==> config.mk <==
export PLATFORM = sky130hd
export DESIGN_NAME = alu_op_sequencer
export DESIGN_NICKNAME = d
export VERILOG_FILES = /design/src/rtl/alu_ctrl_pkg.sv /design/src/rtl/alu_decode.sv /design/src/rtl/alu_op_sequencer.sv
export SDC_FILE = /design/constraint.sdc
export NUM_CORES = 1
export LEC_CHECK = 0
export CAP_MARGIN = 20
export CORE_UTILIZATION = 48
export DETAILED_ROUTE_END_ITERATION = 8
export PLACE_DENSITY = 0.75
export SKIP_CTS_REPAIR_TIMING = 1
export SLEW_MARGIN = 20
export SYNTH_ARGS = -nofsm -noshare
export SYNTH_HDL_FRONTEND = slang
export SYNTH_SLANG_ARGS = --single-unit
==> constraint.sdc <==
create_clock -name clk -period 2 [get_ports clk]
set_input_delay 0.3 -clock clk [delete_from_list [all_inputs] [get_ports clk]]
set_output_delay 0.3 -clock clk [all_outputs]
set_load 0.02 [all_outputs]
==> src/rtl/alu_ctrl_pkg.sv <==
// Shared ALU control encodings: 4-bit ALU opcodes, ALUOp class codes,
// R-type funct codes and the sequencer state encoding.
package alu_ctrl_pkg;

    localparam logic [3:0] ALU_AND        = 4'b0000;
    localparam logic [3:0] ALU_OR         = 4'b0001;
    localparam logic [3:0] ALU_NOR        = 4'b0010;
    localparam logic [3:0] ALU_ADD        = 4'b0011;
    localparam logic [3:0] ALU_SUB        = 4'b0100;
    localparam logic [3:0] ALU_XOR        = 4'b0101;
    localparam logic [3:0] ALU_MEM        = 4'b0110;
    localparam logic [3:0] ALU_LUI        = 4'b0111;
    localparam logic [3:0] ALU_SLL        = 4'b1000;
    localparam logic [3:0] ALU_OP_ILLEGAL = 4'b1001;
    localparam logic [3:0] ALU_SRL        = 4'b1010;
    localparam logic [3:0] ALU_MULT       = 4'b1011;
    localparam logic [3:0] ALU_DIV        = 4'b1100;

    localparam logic [2:0] OPC_RTYPE  = 3'b111;
    localparam logic [2:0] OPC_LUI    = 3'b110;
    localparam logic [2:0] OPC_ORI    = 3'b101;
    localparam logic [2:0] OPC_ADDI   = 3'b100;
    localparam logic [2:0] OPC_BRANCH = 3'b011;
    localparam logic [2:0] OPC_MEM    = 3'b010;

    localparam logic [5:0] FN_SLL  = 6'b000000;
    localparam logic [5:0] FN_SRL  = 6'b000010;
    localparam logic [5:0] FN_ADD  = 6'b100000;
    localparam logic [5:0] FN_SUB  = 6'b100010;
    localparam logic [5:0] FN_AND  = 6'b100100;
    localparam logic [5:0] FN_OR   = 6'b100101;
    localparam logic [5:0] FN_XOR  = 6'b100110;
    localparam logic [5:0] FN_NOR  = 6'b100111;
    localparam logic [5:0] FN_MULT = 6'b011000;
    localparam logic [5:0] FN_DIV  = 6'b011010;

    typedef enum logic {
        ST_IDLE = 1'b0,
        ST_BUSY = 1'b1
    } seq_state_t;

endpackage

==> src/rtl/alu_decode.sv <==
// Combinational {ALUOp, ALUFunction} -> 4-bit ALU opcode decoder, flagging
// multi-cycle (MULT/DIV) and undecodable codes.
module alu_decode
    import alu_ctrl_pkg::*;
(
    input  logic [2:0] ALUOp,
    input  logic [5:0] ALUFunction,
    output logic [3:0] op,
    output logic       is_multi,
    output logic       is_illegal
);

    always_comb begin
        op         = ALU_OP_ILLEGAL;
        is_multi   = 1'b0;
        is_illegal = 1'b1;
        case (ALUOp)
            OPC_RTYPE: begin
                is_illegal = 1'b0;
                case (ALUFunction)
                    FN_SLL:  op = ALU_SLL;
                    FN_SRL:  op = ALU_SRL;
                    FN_ADD:  op = ALU_ADD;
                    FN_SUB:  op = ALU_SUB;
                    FN_AND:  op = ALU_AND;
                    FN_OR:   op = ALU_OR;
                    FN_XOR:  op = ALU_XOR;
                    FN_NOR:  op = ALU_NOR;
                    FN_MULT: begin op = ALU_MULT; is_multi = 1'b1; end
                    FN_DIV:  begin op = ALU_DIV;  is_multi = 1'b1; end
                    default: is_illegal = 1'b1;
                endcase
            end
            OPC_LUI:    begin op = ALU_LUI; is_illegal = 1'b0; end
            OPC_ORI:    begin op = ALU_OR;  is_illegal = 1'b0; end
            OPC_ADDI:   begin op = ALU_ADD; is_illegal = 1'b0; end
            OPC_BRANCH: begin op = ALU_XOR; is_illegal = 1'b0; end
            OPC_MEM:    begin op = ALU_MEM; is_illegal = 1'b0; end
            default:    ;
        endcase
    end

endmodule

==> src/rtl/alu_op_sequencer.sv <==
// Registered ALU opcode sequencer: 1-cycle decode latency under valid/ready,
// with a countdown FSM that stalls upstream for the MULT/DIV duration.
module alu_op_sequencer
    import alu_ctrl_pkg::*;
#(
    parameter int MULT_CYCLES = 4,
    parameter int DIV_CYCLES  = 32
)
(
    input  logic       clk,
    input  logic       reset,
    input  logic       flush,
    input  logic       in_valid,
    output logic       in_ready,
    input  logic [2:0] ALUOp,
    input  logic [5:0] ALUFunction,
    output logic [3:0] ALUOperation,
    output logic       out_valid,
    output logic       multi_start,
    output logic       busy,
    output logic       done,
    output logic       illegal
);

    localparam int MAX_CYCLES = (MULT_CYCLES > DIV_CYCLES) ? MULT_CYCLES : DIV_CYCLES;
    localparam int CNT_WIDTH  = $clog2(MAX_CYCLES) + 1;
    localparam logic [CNT_WIDTH-1:0] MULT_LOAD = CNT_WIDTH'(MULT_CYCLES - 1);
    localparam logic [CNT_WIDTH-1:0] DIV_LOAD  = CNT_WIDTH'(DIV_CYCLES - 1);

    if (MULT_CYCLES < 1 || DIV_CYCLES < 1) begin : g_bad_cycles
        $fatal(1, "alu_op_sequencer: MULT_CYCLES and DIV_CYCLES must be >= 1");
    end

    seq_state_t           r_state, w_state_nxt;
    logic [CNT_WIDTH-1:0] r_cnt, w_cnt_nxt;
    logic [3:0]           r_alu_op;
    logic                 r_out_valid, r_multi_start, r_done, r_illegal;

    logic [3:0] w_dec_op;
    logic       w_dec_multi, w_dec_illegal;
    logic       w_accept, w_finish;

    alu_decode u_decode (
        .ALUOp       (ALUOp),
        .ALUFunction (ALUFunction),
        .op          (w_dec_op),
        .is_multi    (w_dec_multi),
        .is_illegal  (w_dec_illegal)
    );

    assign in_ready = (r_state == ST_IDLE) && !flush;
    assign w_accept = in_valid && in_ready;
    // Natural completion only; a flush leaves BUSY without a done pulse.
    assign w_finish = (r_state == ST_BUSY) && !flush && (r_cnt == '0);

    always_comb begin
        w_state_nxt = r_state;
        w_cnt_nxt   = r_cnt;
        case (r_state)
            ST_IDLE: begin
                if (w_accept && w_dec_multi) begin
                    w_state_nxt = ST_BUSY;
                    w_cnt_nxt   = (w_dec_op == ALU_DIV) ? DIV_LOAD : MULT_LOAD;
                end
            end
            ST_BUSY: begin
                if (flush || r_cnt == '0) begin
                    w_state_nxt = ST_IDLE;
                    w_cnt_nxt   = '0;
                end else begin
                    w_cnt_nxt   = r_cnt - 1'b1;
                end
            end
            default: begin
                w_state_nxt = ST_IDLE;
                w_cnt_nxt   = '0;
            end
        endcase
    end

    always_ff @(posedge clk) begin
        if (reset) begin
            r_state       <= ST_IDLE;
            r_cnt         <= '0;
            r_alu_op      <= ALU_OP_ILLEGAL;
            r_out_valid   <= 1'b0;
            r_multi_start <= 1'b0;
            r_done        <= 1'b0;
            r_illegal     <= 1'b0;
        end else begin
            r_state       <= w_state_nxt;
            r_cnt         <= w_cnt_nxt;
            r_out_valid   <= w_accept;
            r_multi_start <= w_accept && w_dec_multi;
            r_illegal     <= w_accept && w_dec_illegal;
            r_done        <= w_finish;
            if (w_accept) begin
                r_alu_op <= w_dec_op;
            end
        end
    end

    assign ALUOperation = r_alu_op;
    assign out_valid    = r_out_valid;
    assign multi_start  = r_multi_start;
    assign done         = r_done;
    assign illegal      = r_illegal;
    assign busy         = (r_state == ST_BUSY);

endmodule

==> flow_metrics.py <==
metrics = {
    "status": {
        "status": "finished clean",
    },
    "sta": {
        "worstMarginPinSlew_ps": 453,
        "period_share_pct": 92.3,
        "fmax_ghz": 0.542,
        "setup-violations-final": 0,
        "finClkSkew_ps": 1.57,
        "rsz0062_at_grt": "no",
        "setup_tns_ps": 0,
        "relSlewSlack_pct": 69.6,
        "slew_violations": 0,
        "finalHoldViolations": 0,
        "fin_crit_ps": 1850,
    },
    "clock_network": {
        "clock-root-buffer": "clkbuf_4",
        "cts.htree.levels": 1,
        "clk-insertion-delay-late_ps": 290,
        "cts_buffers": 3,
        "clockBufferDepth": 2,
        "clk_pin_slew_ps": 90,
        "cts_tree": "built",
        "clock-sinks": 15,
    },
    "power": {
        "power.net_switching_uw": 163,
        "vdd_drop_max_v": 0.000305,
        "power.density_nw_per_um2": 483,
        "p_leak_uw": 0.000488,
        "switching_share_pct": 26.9,
        "power_frac_comb_pct": 19.6,
        "clkPwrFrac_pct": 29.9,
        "seqPwrFrac_pct": 50.5,
        "intPower_uw": 444,
    },
    "drt": {
        "vias": 950,
        "via_per_inst": 5.52,
        "wl_per_cell_um": 12.3,
        "drtIter0Drc": 22,
        "drc": 0,
        "firstDrtPassIters": 4,
        "wirelength_mm": 2.12,
        "ant_nets": 0,
    },
    "finish": {
        "instances_no_fill": 172,
        "nets": 163,
        "antennaDiodeCount": 0,
        "syn_to_final_growth_pct": 35.6,
        "drive_gt1_share_pct": 12.2,
    },
    "yosys": {
        "yosysTopAreaCellShare_pct": 32.4,
        "yosys-top-cells-area": "dfxtp_1, nor2_1, o21ai_0",
        "yosysTopAreaCell": "dfxtp_1",
        "synth_cell_types": 42,
        "synth_area_um2": 927,
        "synth_edf_count": 0,
        "async_flop_share_pct": 0,
        "yosysSeqAreaShare_pct": 32.4,
        "yosysWarnings": 0,
        "synth_seq_cells": 15,
        "synthCells": 115,
        "synth_ff_type": "dfxtp_1",
        "synth.avg_cell_area_um2": 8.06,
        "syn-num-nets": 130,
    },
    "die": {
        "die_y_um": 46.0,
        "initial_utilization_pct": 52.6,
        "row_count": 15,
        "die_area_um2": 2110,
        "io_pins": 23,
        "die_w_um": 46.0,
        "coreArea_um2": 1760,
    },
    "grt": {
        "grt.total_usage_pct": 23.1,
        "grt_pass1_vias": 801,
        "grt_pass1_wl_mm": 3.45,
        "antenna_found_initial": 0,
        "grt_max_degree": 11,
        "overflow": 0,
    },
    "placement": {
        "dp_hpwl_mm": 1.65,
        "io_buffers": 22,
        "place_congestion": 0.865,
        "place_inst": 168,
    },
    "worst_hold_path": {
        "hold_class": "flip-flop to flip-flop",
    },
    "worst_setup_path": {
        "cp-start-kind": "input pin",
        "crit_fanout": 5,
        "arrival_ps": 1550,
        "end_kind": "output pin",
        "critical_path_class": "input pin to output pin",
        "cp_data_required_time_ps": 1700,
    },
    "job": {
        "max_cap_violations": 0,
    },
}
-- registers in the layout (all words and copies together) (netlist names) --
| register | count |
|---|---|
| multi_start | 1 |
| out_valid | 1 |
| busy | 1 |
| ALUOperation | 4 |
| illegal | 1 |
| done | 1 |
| r_cnt | 6 |
-- logic make-up (layout without fill, tap and decap cells) --
| family | after synthesis | count (layout) | share of synthesized area, % |
|---|---|---|---|
| AO/OA/AOI/OAI | 36 | 36 | 25.1 |
| XOR/XNOR | 3 | 3 | 2.83 |
| adder cells (fa/ha/maj) | 2 | 2 | 2.70 |
| buffers and inverters | 11 | 43 | 5.67 |
| flip-flops | 15 | 15 | 32.4 |
| AND/OR/NAND/NOR | 48 | 48 | 31.3 |
-- metal layers --
metal	global-route usage, %	wire length [um]	up-vias
li1	-	-	494
met1	30.8	1080	431
met2	35.2	923	20
met3	4.76	68	5
met4	10.6	41	0
met5	0	0	-
-- power by group through the flow --
stage	logic [uW]	registers [uW]	clock network [uW]
floorplan	45.0	320	0
global placement	116	313	0
detailed placement	118	314	0
CTS	119	307	181
global route	130	307	198
finish	119	306	182
-- synth_stat cells, types with 2 or more instances --
master    number
nor4_1         3
o31ai_1        2
nand3_1        2
nand3b_1       3
o21a_1         3
a211oi_1       5
a31oi_1        2
nor2_1        15
nor4b_1        2
nand2_1        5
inv_1          6
o21ai_1        3
dfxtp_1       15
clkbuf_1       3
nor3b_1        2
nor2b_1        3
xor2_1         2
ha_1           2
or4_1          2
o21ai_0        8
a21oi_1        5
nor3_1         2
-- metrics by stage --
stage	setup slack (ps)	util (%)	hold WS (ps)	power [uW]	cell area [um2]
2_1_floorplan	367	-	475	365	927
3_3_place_gp	42.1	69.8	495	429	1230
3_5_place_dp	44.9	69.8	494	431	1230
4_1_cts	158	71.3	508	606	1260
5_1_grt	106	71.3	539	635	1260
6_report	153	71.3	505	607	1260
-- cell type report --
| class | count | area (um2) |
|---|---|---|
| Fill cell | 175 | 507 |
| Sequential cell | 15 | 300 |
| Tap cell | 25 | 31.3 |
| Multi-Input combinational cell | 89 | 574 |
| Inverter | 6 | 22.5 |
| Timing Repair Buffer | 33 | 303 |
| Clock buffer | 4 | 26.3 |
-- layout by cell type, fill, tap and decap left out, types with 2 or more instances in the layout --
cell and n:
buf_4 11, a21oi_1 5, o21ai_0 8, o21a_1 3
nor4_1 3, o21ai_1 3, a211oi_1 5, nor2b_1 3
o31ai_1 2, ha_1 2, clkbuf_4 3, nor3_1 2
dfxtp_1 15, nand3_1 2, a31oi_1 2, or4_1 2
inv_1 6, clkdlybuf4s50_1 22, nor4b_1 2, xor2_1 2
nand3b_1 3, nand2_1 5, nor3b_1 2, nor2_1 15
-- critical path: stages --
cell	delay (ps)
clkdlybuf4s50_1	510
nor2_1	120
clkdlybuf4s50_1	610
-- path summary, 6_finish.rpt --
check / from / end / slack (ps) / cells past startpoint
setup reg to reg: busy / r_cnt[2] / 370 / 4
setup / recovery: flush / in_ready / 150 / 3
hold reg to reg: ALUOperation[2] / ALUOperation[2] / 510 / 2
hold / removal: ALUOperation[2] / ALUOperation[2] / 510 / 2
No activity file was read; power rests on OpenSTA's default activity.
